[config.mk]
export PLATFORM = sky130hd
export DESIGN_NAME = sdram_req_queue
export DESIGN_NICKNAME = d
export VERILOG_FILES = /design/src/rtl/sdram_req_queue.sv
export SDC_FILE = /design/constraint.sdc
export NUM_CORES = 1
export LEC_CHECK = 0
export CORE_MARGIN = 4
export CORE_UTILIZATION = 50
export DETAILED_ROUTE_END_ITERATION = 6
export PLACE_DENSITY = 0.76
export SETUP_SLACK_MARGIN = 0.1
export SYNTH_ARGS = -nofsm -noshare
export SYNTH_HDL_FRONTEND = slang
export SYNTH_SLANG_ARGS = --single-unit
export TNS_END_PERCENT = 1
[constraint.sdc]
create_clock -name clk -period 3.9 [get_ports clk]
set_clock_uncertainty 0.1 [all_clocks]
set_input_delay 0.39 -clock clk [delete_from_list [all_inputs] [get_ports clk]]
set_output_delay 0.39 -clock clk [all_outputs]
set_load 0.02 [all_outputs]
[src/rtl/sdram_req_queue.sv]
// rtl/sdram_req_queue.sv - client request FIFO issuing one SDRAM command at a time with timeout-guarded responses
//
// Ports:
//   clk, rst                         clock, synchronous active-high reset
//   req_valid/req_ready/req_we/
//   req_be/req_addr/req_wdata        client request channel into the FIFO
//   rsp_valid/rsp_ready/rsp_data/
//   rsp_write/rsp_err                in-order response channel back to the client
//   level                            FIFO occupancy
//   mem_rd/mem_wr/mem_addr/
//   mem_write_data/mem_rdy           strobe handshake toward the arbiter sub port
//   mem_rvalid/mem_wvalid/mem_error/
//   mem_read_data                    completion inputs from the controller
module sdram_req_queue #(
    parameter int ADDR_W  = 24,
    parameter int DATA_W  = 32,
    parameter int DEPTH   = 4,
    parameter int TIMEOUT = 1023,
    localparam int BE_W   = DATA_W / 8,
    localparam int LVL_W  = $clog2(DEPTH + 1)
) (
    input  logic              clk,
    input  logic              rst,
    input  logic              req_valid,
    output logic              req_ready,
    input  logic              req_we,
    input  logic [BE_W-1:0]   req_be,
    input  logic [ADDR_W-1:0] req_addr,
    input  logic [DATA_W-1:0] req_wdata,
    output logic              rsp_valid,
    input  logic              rsp_ready,
    output logic [DATA_W-1:0] rsp_data,
    output logic              rsp_write,
    output logic              rsp_err,
    output logic [LVL_W-1:0]  level,
    output logic              mem_rd,
    output logic [BE_W-1:0]   mem_wr,
    output logic [ADDR_W-1:0] mem_addr,
    output logic [DATA_W-1:0] mem_write_data,
    input  logic              mem_rdy,
    input  logic              mem_rvalid,
    input  logic              mem_wvalid,
    input  logic              mem_error,
    input  logic [DATA_W-1:0] mem_read_data
);

    localparam int PTR_W = $clog2(DEPTH);
    // The wait counter only ever needs to hold 0..TIMEOUT-1.
    localparam int CNT_W = (TIMEOUT > 1) ? $clog2(TIMEOUT) : 1;
    localparam logic [CNT_W-1:0] CNT_LAST = CNT_W'((TIMEOUT > 0) ? TIMEOUT - 1 : 0);

    typedef struct packed {
        logic              we;
        logic [BE_W-1:0]   be;
        logic [ADDR_W-1:0] addr;
        logic [DATA_W-1:0] wdata;
    } cmd_t;

    typedef enum logic [1:0] {
        S_IDLE,
        S_ISSUE,
        S_WAIT,
        S_RESP
    } state_t;

    state_t state, state_next;

    cmd_t             fifo_mem [DEPTH];
    logic [PTR_W-1:0] wr_ptr;
    logic [PTR_W-1:0] rd_ptr;
    logic [LVL_W-1:0] count;
    logic             full;
    logic             push;
    logic             pop;
    cmd_t             head;
    cmd_t             cmd;
    logic [CNT_W-1:0] wait_cnt;
    logic             done;
    logic             timed_out;
    logic             head_zero_be;

    assign full         = (count == LVL_W'(DEPTH));
    assign req_ready    = !full;
    assign level        = count;
    assign push         = req_valid && !full;
    assign pop          = (state == S_IDLE) && (count != '0);
    assign head         = fifo_mem[rd_ptr];
    assign head_zero_be = head.we && (head.be == '0);
    assign done         = mem_rvalid || mem_wvalid || mem_error;
    assign timed_out    = (TIMEOUT != 0) && (wait_cnt == CNT_LAST);

    // Storage needs no reset; only pointers and count define contents.
    always_ff @(posedge clk) begin
        if (push) begin
            fifo_mem[wr_ptr] <= '{we: req_we, be: req_be, addr: req_addr, wdata: req_wdata};
        end
    end

    // Pointers wrap naturally because DEPTH is a power of two.
    always_ff @(posedge clk) begin
        if (rst) begin
            wr_ptr <= '0;
            rd_ptr <= '0;
            count  <= '0;
        end else begin
            if (push) begin
                wr_ptr <= wr_ptr + 1'b1;
            end
            if (pop) begin
                rd_ptr <= rd_ptr + 1'b1;
            end
            if (push && !pop) begin
                count <= count + 1'b1;
            end else if (pop && !push) begin
                count <= count - 1'b1;
            end
        end
    end

    always_ff @(posedge clk) begin
        if (rst) begin
            state <= S_IDLE;
        end else begin
            state <= state_next;
        end
    end

    always_comb begin
        state_next = state;
        unique case (state)
            S_IDLE: begin
                if (count != '0) begin
                    // A write with no enabled bytes is answered locally as an error.
                    state_next = head_zero_be ? S_RESP : S_ISSUE;
                end
            end
            S_ISSUE: begin
                // A strobe is always asserted here, so a grant alone moves on.
                if (mem_rdy) begin
                    state_next = S_WAIT;
                end
            end
            S_WAIT: begin
                if (done || timed_out) begin
                    state_next = S_RESP;
                end
            end
            S_RESP: begin
                if (rsp_ready) begin
                    state_next = S_IDLE;
                end
            end
            default: state_next = S_IDLE;
        endcase
    end

    always_ff @(posedge clk) begin
        if (rst) begin
            cmd       <= '0;
            rsp_data  <= '0;
            rsp_write <= 1'b0;
            rsp_err   <= 1'b0;
            wait_cnt  <= '0;
        end else begin
            unique case (state)
                S_IDLE: begin
                    if (pop) begin
                        cmd       <= head;
                        rsp_write <= head.we;
                        rsp_err   <= head_zero_be;
                        rsp_data  <= '0;
                    end
                end
                S_ISSUE: begin
                    wait_cnt <= '0;
                end
                S_WAIT: begin
                    wait_cnt <= wait_cnt + 1'b1;
                    // A real completion in the last counted cycle wins over the timeout.
                    if (done) begin
                        rsp_data <= mem_rvalid ? mem_read_data : '0;
                        rsp_err  <= mem_error;
                    end else if (timed_out) begin
                        rsp_data <= '0;
                        rsp_err  <= 1'b1;
                    end
                end
                default: begin
                end
            endcase
        end
    end

    // Arbiter-facing outputs are decoded from state so they fall to zero
    // the cycle after a grant or a reset.
    assign rsp_valid      = (state == S_RESP);
    assign mem_rd         = (state == S_ISSUE) && !cmd.we;
    assign mem_wr         = ((state == S_ISSUE) && cmd.we) ? cmd.be : '0;
    assign mem_addr       = (state == S_ISSUE) ? cmd.addr : '0;
    assign mem_write_data = ((state == S_ISSUE) && cmd.we) ? cmd.wdata : '0;

endmodule

==> results_tabular.tex, run 1 <==
\begin{tabular}{lr}
\hline
Metric & Value \\
\hline
\multicolumn{2}{l}{\textbf{Timing}} \\
\quad Minimum clock period after layout & 3.321 ns \\
\quad Slew @ Worst Pin & 1.244 ns \\
\quad RSZ-0062 raised after global routing & no \\
\quad Period utilisation layout & 85.16\% \\
\quad Setup slack of the critical path after layout & 0.5789 ns \\
\quad Endpoints failing hold & 0 \\
\quad Fmax & 301.1 MHz \\
\quad Worst-case hold slack & 0.3478 ns \\
\quad Total count of max-transition violations in the final report & 0 \\
\quad Total setup violations reported at the end of the flow & 0 \\
\quad Setup TNS after final layout & 0 ns \\
\quad Relative slew slack & 17.09\% \\
\multicolumn{2}{l}{\textbf{Power and ir drop}} \\
\quad Post-layout total power & 11.08 mW \\
\quad Maximum vdd drop & 402.4 uV \\
\quad Leak & 5.734 nW \\
\quad Power density over the cells & 649.6 mW/mm2 \\
\multicolumn{2}{l}{\textbf{Placement}} \\
\quad PortBufs & 200 \\
\quad Cell total after placement & approximately 1.4k \\
\quad Post-placement cell area & $\sim$0.016 mm2 \\
\quad Minimum setup slack after placement & 1.104 ns \\
\quad HPWL after detailed placement & 17.27 mm \\
\quad Final GP Congestion & 0.7625 \\
\multicolumn{2}{l}{\textbf{Cells and area}} \\
\quad Final core utilization & a little under two thirds \\
\quad Area grow syn2layout & 25.64\% \\
\quad Final instance count without filler cells & 1,485 \\
\quad Fraction of final layout cells sized beyond drive strength 1 & 11.54\% \\
\quad Antenna diodes & 0 \\
\quad Area of all placed cells without fillers & 0.01706 mm2 \\
\quad Number of nets in the layout & 1,229 \\
\multicolumn{2}{l}{\textbf{Clock tree}} \\
\quad Number of post-CTS setup repair buffers & 0 \\
\quad Master cell of the clock root buffer & sky130\_fd\_sc\_hd\_\_clkbuf\_16 \\
\quad CTS Hold Buffers Added & 0 \\
\quad Clock sink count & 359 \\
\quad Count of H-tree levels built during CTS & 2 \\
\quad Clock latency on the worst-skew pair & 0.51 ns \\
\quad TritonCTS clock tree & yes \\
\quad Clock Path Buffers & 3 \\
\quad Clock slew at the register clock pins of the worst setup and hold paths & $\sim$0.06 ns \\
\quad Gates resized, CTS repair & 0 \\
\quad Num CTS Buffers & 37 \\
\multicolumn{2}{l}{\textbf{Synth}} \\
\quad Yosys reg bits & 359 \\
\quad Part of the Yosys area used for sequential elements & 70.90\% \\
\quad Ys async rst share & 0\% \\
\quad Netlist Area Pre-Place & 0.01358 mm2 \\
\quad Synth top area cells & sky130\_fd\_sc\_hd\_\_edfxtp\_1, sky130\_fd\_sc\_hd\_\_dfxtp\_1, sky130\_fd\_sc\_hd\_\_mux4\_2, sky130\_fd\_sc\_hd\_\_nand2\_1, sky130\_fd\_sc\_hd\_\_a21oi\_1 \\
\quad Most used flip-flop cell after synthesis & sky130\_fd\_sc\_hd\_\_edfxtp\_1 \\
\quad Unique masters post-synth & 38 \\
\quad Post-synthesis net count & 1,042 \\
\quad Mapped Cells & between 900 and 1k \\
\quad Cell type with the highest aggregate area in the netlist & sky130\_fd\_sc\_hd\_\_edfxtp\_1 \\
\quad Fraction of post-synthesis cell area in the top cell type by area & 53.95\% \\
\quad Post-synth EDFFs & 244 \\
\quad Number of warning messages in the yosys log & 0 \\
\quad Synth Area per Inst & 14.62 um2 \\
\multicolumn{2}{l}{\textbf{Worst setup path}} \\
\quad Setup slack of the most critical reg-to-reg path & roughly 1.2 ns \\
\quad CP startpoint kind & flip-flop \\
\quad R2r startpoint & wait\_cnt[0] \\
\quad Critical path class & flip-flop to output port \\
\quad Highest cell delay on the worst timing path & about 0.70 ns \\
\quad Highest fanout seen on the critical path & 37 \\
\quad Worst-path cell chain & inv\_1 -> ha\_2 -> buf\_4 -> and3\_1 -> clkdlybuf4s50\_1 \\
\quad Data required time at the worst endpoint & about 3.4 ns \\
\quad Data arrival at the endpoint of the critical path & 2.83 ns \\
\quad Worst path slowest cell & sky130\_fd\_sc\_hd\_\_ha\_2 \\
\quad CP endpoint kind & output port \\
\quad Origin of the worst setup path & state[1] \\
\multicolumn{2}{l}{\textbf{Floorplanning}} \\
\quad Row count & 60 \\
\quad Overall die width & $\sim$170 um \\
\quad Core Region & 0.02680 mm2 \\
\quad Height of the die & about 170 um \\
\quad Initial cell density of the core & 50.67\% \\
\quad Die area & approximately 0.03 mm2 \\
\quad Number of primary I/O pins & 201 \\
\multicolumn{2}{l}{\textbf{Drt}} \\
\quad Total routed wirelength & 29.33 mm \\
\quad Number of vias in the routed layout & 8,172 \\
\quad Number of vias per cell after detailed routing & 5.503 \\
\quad DR iter-0 viols & 666 \\
\quad Routed length per placed instance & 19.75 um \\
\quad 1st-pass router iterations & 5 \\
\quad Number of DRC violations after detailed routing & 0 \\
\quad ANT nets after route & 0 \\
\multicolumn{2}{l}{\textbf{Min path}} \\
\quad Type of the worst min-delay path & input pin to flip-flop \\
\quad Hold path startpoint & mem\_read\_data[0] \\
\multicolumn{2}{l}{\textbf{Global routing}} \\
\quad Number of global-route vias before repair & 8,278 \\
\quad Antenna violations before repair & 2 \\
\quad Final global-route overflow total & 0 \\
\quad Maximum number of pins on one net before global-route repair & 78 \\
\quad Wire length of the first global-routing pass & about 46 mm \\
\quad All-layer global routing usage & 19.31\% \\
\multicolumn{2}{l}{\textbf{Run status}} \\
\quad Result of the run & finished clean \\
\multicolumn{2}{l}{\textbf{Job}} \\
\quad Reported max-cap violation count & 0 \\
\hline
\end{tabular}
critical path, delay by kind of cell (launching register included):
kind | cells | cell delay (ns)
buf+inv | 3 | 1.08
flops | 1 | 0.33
simple gates | 1 | 0.20
fa+ha+maj | 1 | 0.70
routing by layer:
layer / track usage, % / vias to the layer above / routed length [um]
li1: - / 3808 / -
met1: 25.55 / 4045 / 12320
met2: 32.96 / 266 / 14690
met3: 4.023 / 49 / 1706
met4: 5.088 / 4 / 580
met5: 0 / - / 33
Yosys cell counts, types with 4 or more instances:
library cell,count
sky130_fd_sc_hd__a21oi_1,99
sky130_fd_sc_hd__and2_1,26
sky130_fd_sc_hd__and3_1,40
sky130_fd_sc_hd__buf_1,6
sky130_fd_sc_hd__buf_2,8
sky130_fd_sc_hd__buf_4,6
sky130_fd_sc_hd__clkbuf_1,39
sky130_fd_sc_hd__dfxtp_1,115
sky130_fd_sc_hd__edfxtp_1,244
sky130_fd_sc_hd__ha_1,11
sky130_fd_sc_hd__inv_1,10
sky130_fd_sc_hd__mux4_2,61
sky130_fd_sc_hd__nand2_1,161
sky130_fd_sc_hd__nand3_1,35
sky130_fd_sc_hd__nand4_1,5
sky130_fd_sc_hd__nor2_1,18
sky130_fd_sc_hd__or3_1,4
sky130_fd_sc_hd__xor2_1,8
layout by cell type (no fill, tap or decap), types with 2 or more instances in the layout:
cell type	instances
sky130_fd_sc_hd__nand2_1	161
sky130_fd_sc_hd__and2_1	26
sky130_fd_sc_hd__o21ai_0	3
sky130_fd_sc_hd__nor2_1	18
sky130_fd_sc_hd__nand3b_1	2
sky130_fd_sc_hd__clkinv_2	2
sky130_fd_sc_hd__or3_1	4
sky130_fd_sc_hd__nand4_1	5
sky130_fd_sc_hd__buf_4	11
sky130_fd_sc_hd__clkdlybuf4s50_1	199
sky130_fd_sc_hd__dfxtp_4	2
sky130_fd_sc_hd__nand2b_1	3
sky130_fd_sc_hd__mux4_2	61
sky130_fd_sc_hd__a21oi_1	99
sky130_fd_sc_hd__a211oi_1	2
sky130_fd_sc_hd__xnor2_1	3
sky130_fd_sc_hd__clkinv_1	8
sky130_fd_sc_hd__xor2_1	8
sky130_fd_sc_hd__bufinv_16	5
sky130_fd_sc_hd__ha_1	10
sky130_fd_sc_hd__a22oi_1	2
sky130_fd_sc_hd__and3_4	4
sky130_fd_sc_hd__inv_1	10
sky130_fd_sc_hd__and3_1	36
sky130_fd_sc_hd__clkbuf_1	10
sky130_fd_sc_hd__mux2i_1	2
sky130_fd_sc_hd__nand3_1	35
sky130_fd_sc_hd__dfxtp_1	113
sky130_fd_sc_hd__nor2b_1	2
sky130_fd_sc_hd__edfxtp_1	244
sky130_fd_sc_hd__clkbuf_16	39
cell families (layout without fill, tap and decap cells):
kind of cell,after synthesis,in the layout,synth area share [%]
flip-flops,359,359,70.90
AND/OR/NAND/NOR,299,299,10.24
AO/OA/AOI/OAI,112,112,4.303
buffers and inverters,73,288,2.423
multiplexers,63,63,10.26
adder cells (fa/ha/maj),12,12,1.161
XOR/XNOR,11,11,0.7095
cell type report:
class	count	area [um2]
clock buffers	50	1027
clock inverters	17	206.4
fillers	1944	9738
inverters	11	41.29
multi-input cells	497	3650
flip-flops and latches	359	9637
well taps	341	426.7
repair buffers	210	2074
final timing paths:
check / endpoint / depth (start not counted)
worst max register to register: rsp_err / 7
worst min register to register: rsp_data[0] / 2
worst min-delay path: rsp_data[0] / 3
worst max-delay path: mem_write_data[10] / 5
power breakdown:
part | switching (mW) | internal [mW]
sequential | 0.372 | 4.67
combinational | 1.46 | 1.03
clock | 1.37 | 2.18
total | 3.21 | 7.88
sequential cells by signal, indices dropped and copies added (netlist names), named ones only:
register and count:
wait_cnt 10, level 3, fifo_mem 244, state 2
rsp_err 1, cmd 61, rd_ptr 2, wr_ptr 2
rsp_data 32
No activity file was read; power rests on OpenSTA's default activity.
==> run 2: changes to the inputs <==
--- a/config.mk
+++ b/config.mk
@@ -9,6 +9,7 @@
 export CORE_UTILIZATION = 50
 export DETAILED_ROUTE_END_ITERATION = 6
 export PLACE_DENSITY = 0.76
+export REMOVE_ABC_BUFFERS = 1
 export SETUP_SLACK_MARGIN = 0.1
 export SYNTH_ARGS = -nofsm -noshare
 export SYNTH_HDL_FRONTEND = slang
==> results_tabular.tex, run 2 (synthesized netlist as in run 1, its figures left out) <==
\begin{tabular}{lr}
\hline
Metric & Value \\
\hline
\multicolumn{2}{l}{\textbf{Worst setup path}} \\
\quad Highest fanout seen on the critical path & 34 (-8.1\%) \\
\quad Worst-path cell chain & inv\_1 -> ha\_2 -> buf\_4 -> and3\_1 -> clkdlybuf4s50\_1 \\
\quad Worst path slowest cell & sky130\_fd\_sc\_hd\_\_clkdlybuf4s50\_1 \\
\quad Data arrival at the endpoint of the critical path & 2.85 ns (+0.02 ns) \\
\quad Critical path class & flip-flop to output port \\
\quad Highest cell delay on the worst timing path & 0.62 ns (-0.08 ns) \\
\quad CP endpoint kind & output port \\
\quad Data required time at the worst endpoint & 3.41 ns (about the same) \\
\quad CP startpoint kind & flip-flop \\
\multicolumn{2}{l}{\textbf{Power and ir drop}} \\
\quad Clk network pwr share & 31.4\% (-0.6 points) \\
\quad Switching part of the total & 29.57\% (+0.62 points) \\
\quad Power density over the cells & 641.3 mW/mm2 (-1.3\%) \\
\quad Leak & 5.735 nW (about the same) \\
\quad Maximum vdd drop & 515.8 uV (+28\%) \\
\quad Flop pwr share & 46.2\% (+0.7 points) \\
\quad Combinational cell fraction of total power & 22.5\% (about the same) \\
\quad Switching pwr & 3.229 mW (+0.63\%) \\
\quad Internal power & 7.691 mW (-2.3\%) \\
\quad Post-layout total power & 10.92 mW (-1.5\%) \\
\multicolumn{2}{l}{\textbf{Global routing}} \\
\quad Maximum number of pins on one net before global-route repair & 70 (-10\%) \\
\quad Number of global-route vias before repair & 8,296 (+0.22\%) \\
\quad Final global-route overflow total & 0 (unchanged) \\
\quad Antenna violations before repair & 3 (+1) \\
\quad Wire length of the first global-routing pass & 46.73 mm (+1.1\%) \\
\quad All-layer global routing usage & 19.43\% (+0.13 points) \\
\multicolumn{2}{l}{\textbf{Cells and area}} \\
\quad Number of flip-flops in the largest register & 244 (unchanged) \\
\quad Most common cell after layout, fill and taps aside & sky130\_fd\_sc\_hd\_\_edfxtp\_1 \\
\quad Largest register by flop count & fifo\_mem \\
\quad Largest registers & fifo\_mem x244, cmd x61, rsp\_data x32 \\
\quad Highest-count cells in the layout ignoring fill and taps & sky130\_fd\_sc\_hd\_\_edfxtp\_1, sky130\_fd\_sc\_hd\_\_clkdlybuf4s50\_1, sky130\_fd\_sc\_hd\_\_nand2\_1 \\
\quad Area grow syn2layout & 25.38\% \\
\quad Final instance count without filler cells & 1,487 (+0.13\%) \\
\quad Fraction of final layout cells sized beyond drive strength 1 & 12.40\% (+0.86 points) \\
\quad Number of nets in the layout & 1,229 (unchanged) \\
\multicolumn{2}{l}{\textbf{Clock tree}} \\
\quad Clock latency on the worst-skew pair & 0.52 ns (about the same) \\
\quad Clock sink count & 359 (unchanged) \\
\quad TritonCTS clock tree & yes \\
\quad Clock Path Buffers & 3 (unchanged) \\
\quad Num CTS Buffers & 37 (unchanged) \\
\quad Number of post-CTS setup repair buffers & 0 (unchanged) \\
\quad Gates resized, CTS repair & 0 (unchanged) \\
\quad Master cell of the clock root buffer & sky130\_fd\_sc\_hd\_\_clkbuf\_16 \\
\quad Count of H-tree levels built during CTS & 2 (unchanged) \\
\quad Clock slew at the register clock pins of the worst setup and hold paths & 0.06 ns (about the same) \\
\quad CTS Hold Buffers Added & 0 (unchanged) \\
\multicolumn{2}{l}{\textbf{Placement}} \\
\quad HPWL after detailed placement & 16.71 mm (-3.3\%) \\
\quad Final GP Congestion & 0.7757 (+1.7\%) \\
\quad Cell total after placement & 1,418 (unchanged) \\
\quad PortBufs & 200 (unchanged) \\
\quad Minimum setup slack after placement & 1.066 ns (-0.03774 ns) \\
\multicolumn{2}{l}{\textbf{Floorplanning}} \\
\quad Core Region & 0.02680 mm2 (unchanged) \\
\quad Overall die width & 172.8 um (unchanged) \\
\quad Number of primary I/O pins & 201 (unchanged) \\
\quad Row count & 60 (unchanged) \\
\quad Height of the die & 172.8 um (unchanged) \\
\quad Initial cell density of the core & 50.67\% (unchanged) \\
\quad Die area & 0.02986 mm2 (unchanged) \\
\multicolumn{2}{l}{\textbf{Timing}} \\
\quad Period utilisation layout & 85.70\% (+0.54 points) \\
\quad Slew @ Worst Pin & 1.127 ns (-0.1163 ns) \\
\quad Endpoints failing hold & 0 (unchanged) \\
\quad RSZ-0062 raised after global routing & no \\
\quad Total count of max-transition violations in the final report & 0 (unchanged) \\
\quad Minimum clock period after layout & 3.342 ns (+0.02099 ns) \\
\quad Total setup violations reported at the end of the flow & 0 (unchanged) \\
\quad Setup slack of the critical path after layout & 0.5579 ns (-0.02099 ns) \\
\quad Relative slew slack & 24.84\% (+7.8 points) \\
\quad Setup TNS after final layout & 0 ns (unchanged) \\
\quad Fmax & 299.2 MHz (-0.63\%) \\
\multicolumn{2}{l}{\textbf{Drt}} \\
\quad ANT nets after route & 0 (unchanged) \\
\quad Number of vias per cell after detailed routing & 5.452 (-0.93\%) \\
\quad Total routed wirelength & 29.13 mm (-0.66\%) \\
\quad 1st-pass router iterations & 4 (-1) \\
\quad Routed length per placed instance & 19.59 um (-0.80\%) \\
\quad Number of DRC violations after detailed routing & 0 (unchanged) \\
\quad Number of vias in the routed layout & 8,107 (-0.80\%) \\
\quad DR iter-0 viols & 539 (-19\%) \\
\multicolumn{2}{l}{\textbf{Run status}} \\
\quad Result of the run & finished clean \\
\multicolumn{2}{l}{\textbf{Min path}} \\
\quad Type of the worst min-delay path & input pin to flip-flop \\
\multicolumn{2}{l}{\textbf{Job}} \\
\quad Reported max-cap violation count & 0 (unchanged) \\
\hline
\end{tabular}
run 2: cell types whose count changed in the layout (fill, tap and decap cells not counted), sizes merged:
cell / delta
clkbuf: -2
bufinv: -3
diode: +1
clkinvlp: -1
clkinv: +7
run 2: worst max-delay path, delay by kind of cell (launching register included):
kind	cells	cell delay [ns]
simple gates	1	0.24
buf+inv	3	1.16
flops	1	0.33
fa+ha+maj	1	0.59
run 2: power by group through the flow:
stage          sequential [mW]  combinational, mW  clock [mW]
6_report                  5.04               2.45        3.42
5_1_grt                   5.12               2.71        3.67
4_1_cts                   5.05               2.51        3.49
3_5_place_dp              5.13               2.50           0
3_3_place_gp              5.11               2.46           0
2_1_floorplan             5.10               1.55           0
run 2: worst paths after layout:
path,to,slack (ns),startpoint,depth (start not counted)
setup / recovery,mem_wr[1],0.56,state[1],5
hold / removal,rsp_data[12],0.35,mem_read_data[12],3
setup reg to reg,rsp_data[30],1.50,state[1],8
hold reg to reg,cmd[6],0.35,cmd[6],2
run 2: metrics by stage:
stage | hold WS, ns | instance area (um2) | utilization, %
after floorplan | 0.3257 | 13290 | -
after global placement | 0.3369 | 15830 | 59.07
after detailed placement | 0.3433 | 15830 | 59.07
after CTS | 0.3296 | 17030 | 63.52
after global routing | 0.3462 | 17030 | 63.52
final | 0.3469 | 17030 | 63.53
run 2: cell type report:
| type | count | area (um2) |
|---|---|---|
| Fill cell | 1981 | 9773 |
| Sequential cell | 359 | 9638 |
| Multi-Input combinational cell | 497 | 3650 |
| Timing Repair Buffer | 210 | 2074 |
| Clock buffer | 48 | 1018 |
| Tap cell | 341 | 426.7 |
| Clock inverter | 20 | 176.4 |
| Inverter | 11 | 41.29 |
| Antenna cell | 1 | 2.502 |
run 2: per-layer routing:
layer,up-vias,track usage [%],share of wire (%)
met2,258,32.24,48
met1,3993,26.27,43
li1,3803,-,-
met4,6,4.357,1.7
met5,-,0,0.14
met3,47,4.985,7.1
==> run 3: changes to the inputs <==
--- a/config.mk
+++ b/config.mk
@@ -11,6 +11,7 @@
 export PLACE_DENSITY = 0.76
 export REMOVE_ABC_BUFFERS = 1
 export SETUP_SLACK_MARGIN = 0.1
+export SKIP_LAST_GASP = 1
 export SYNTH_ARGS = -nofsm -noshare
 export SYNTH_HDL_FRONTEND = slang
 export SYNTH_SLANG_ARGS = --single-unit
==> results of run 3 <==
Same layout as run 2: the final DEF is identical, and so are final timing and power.
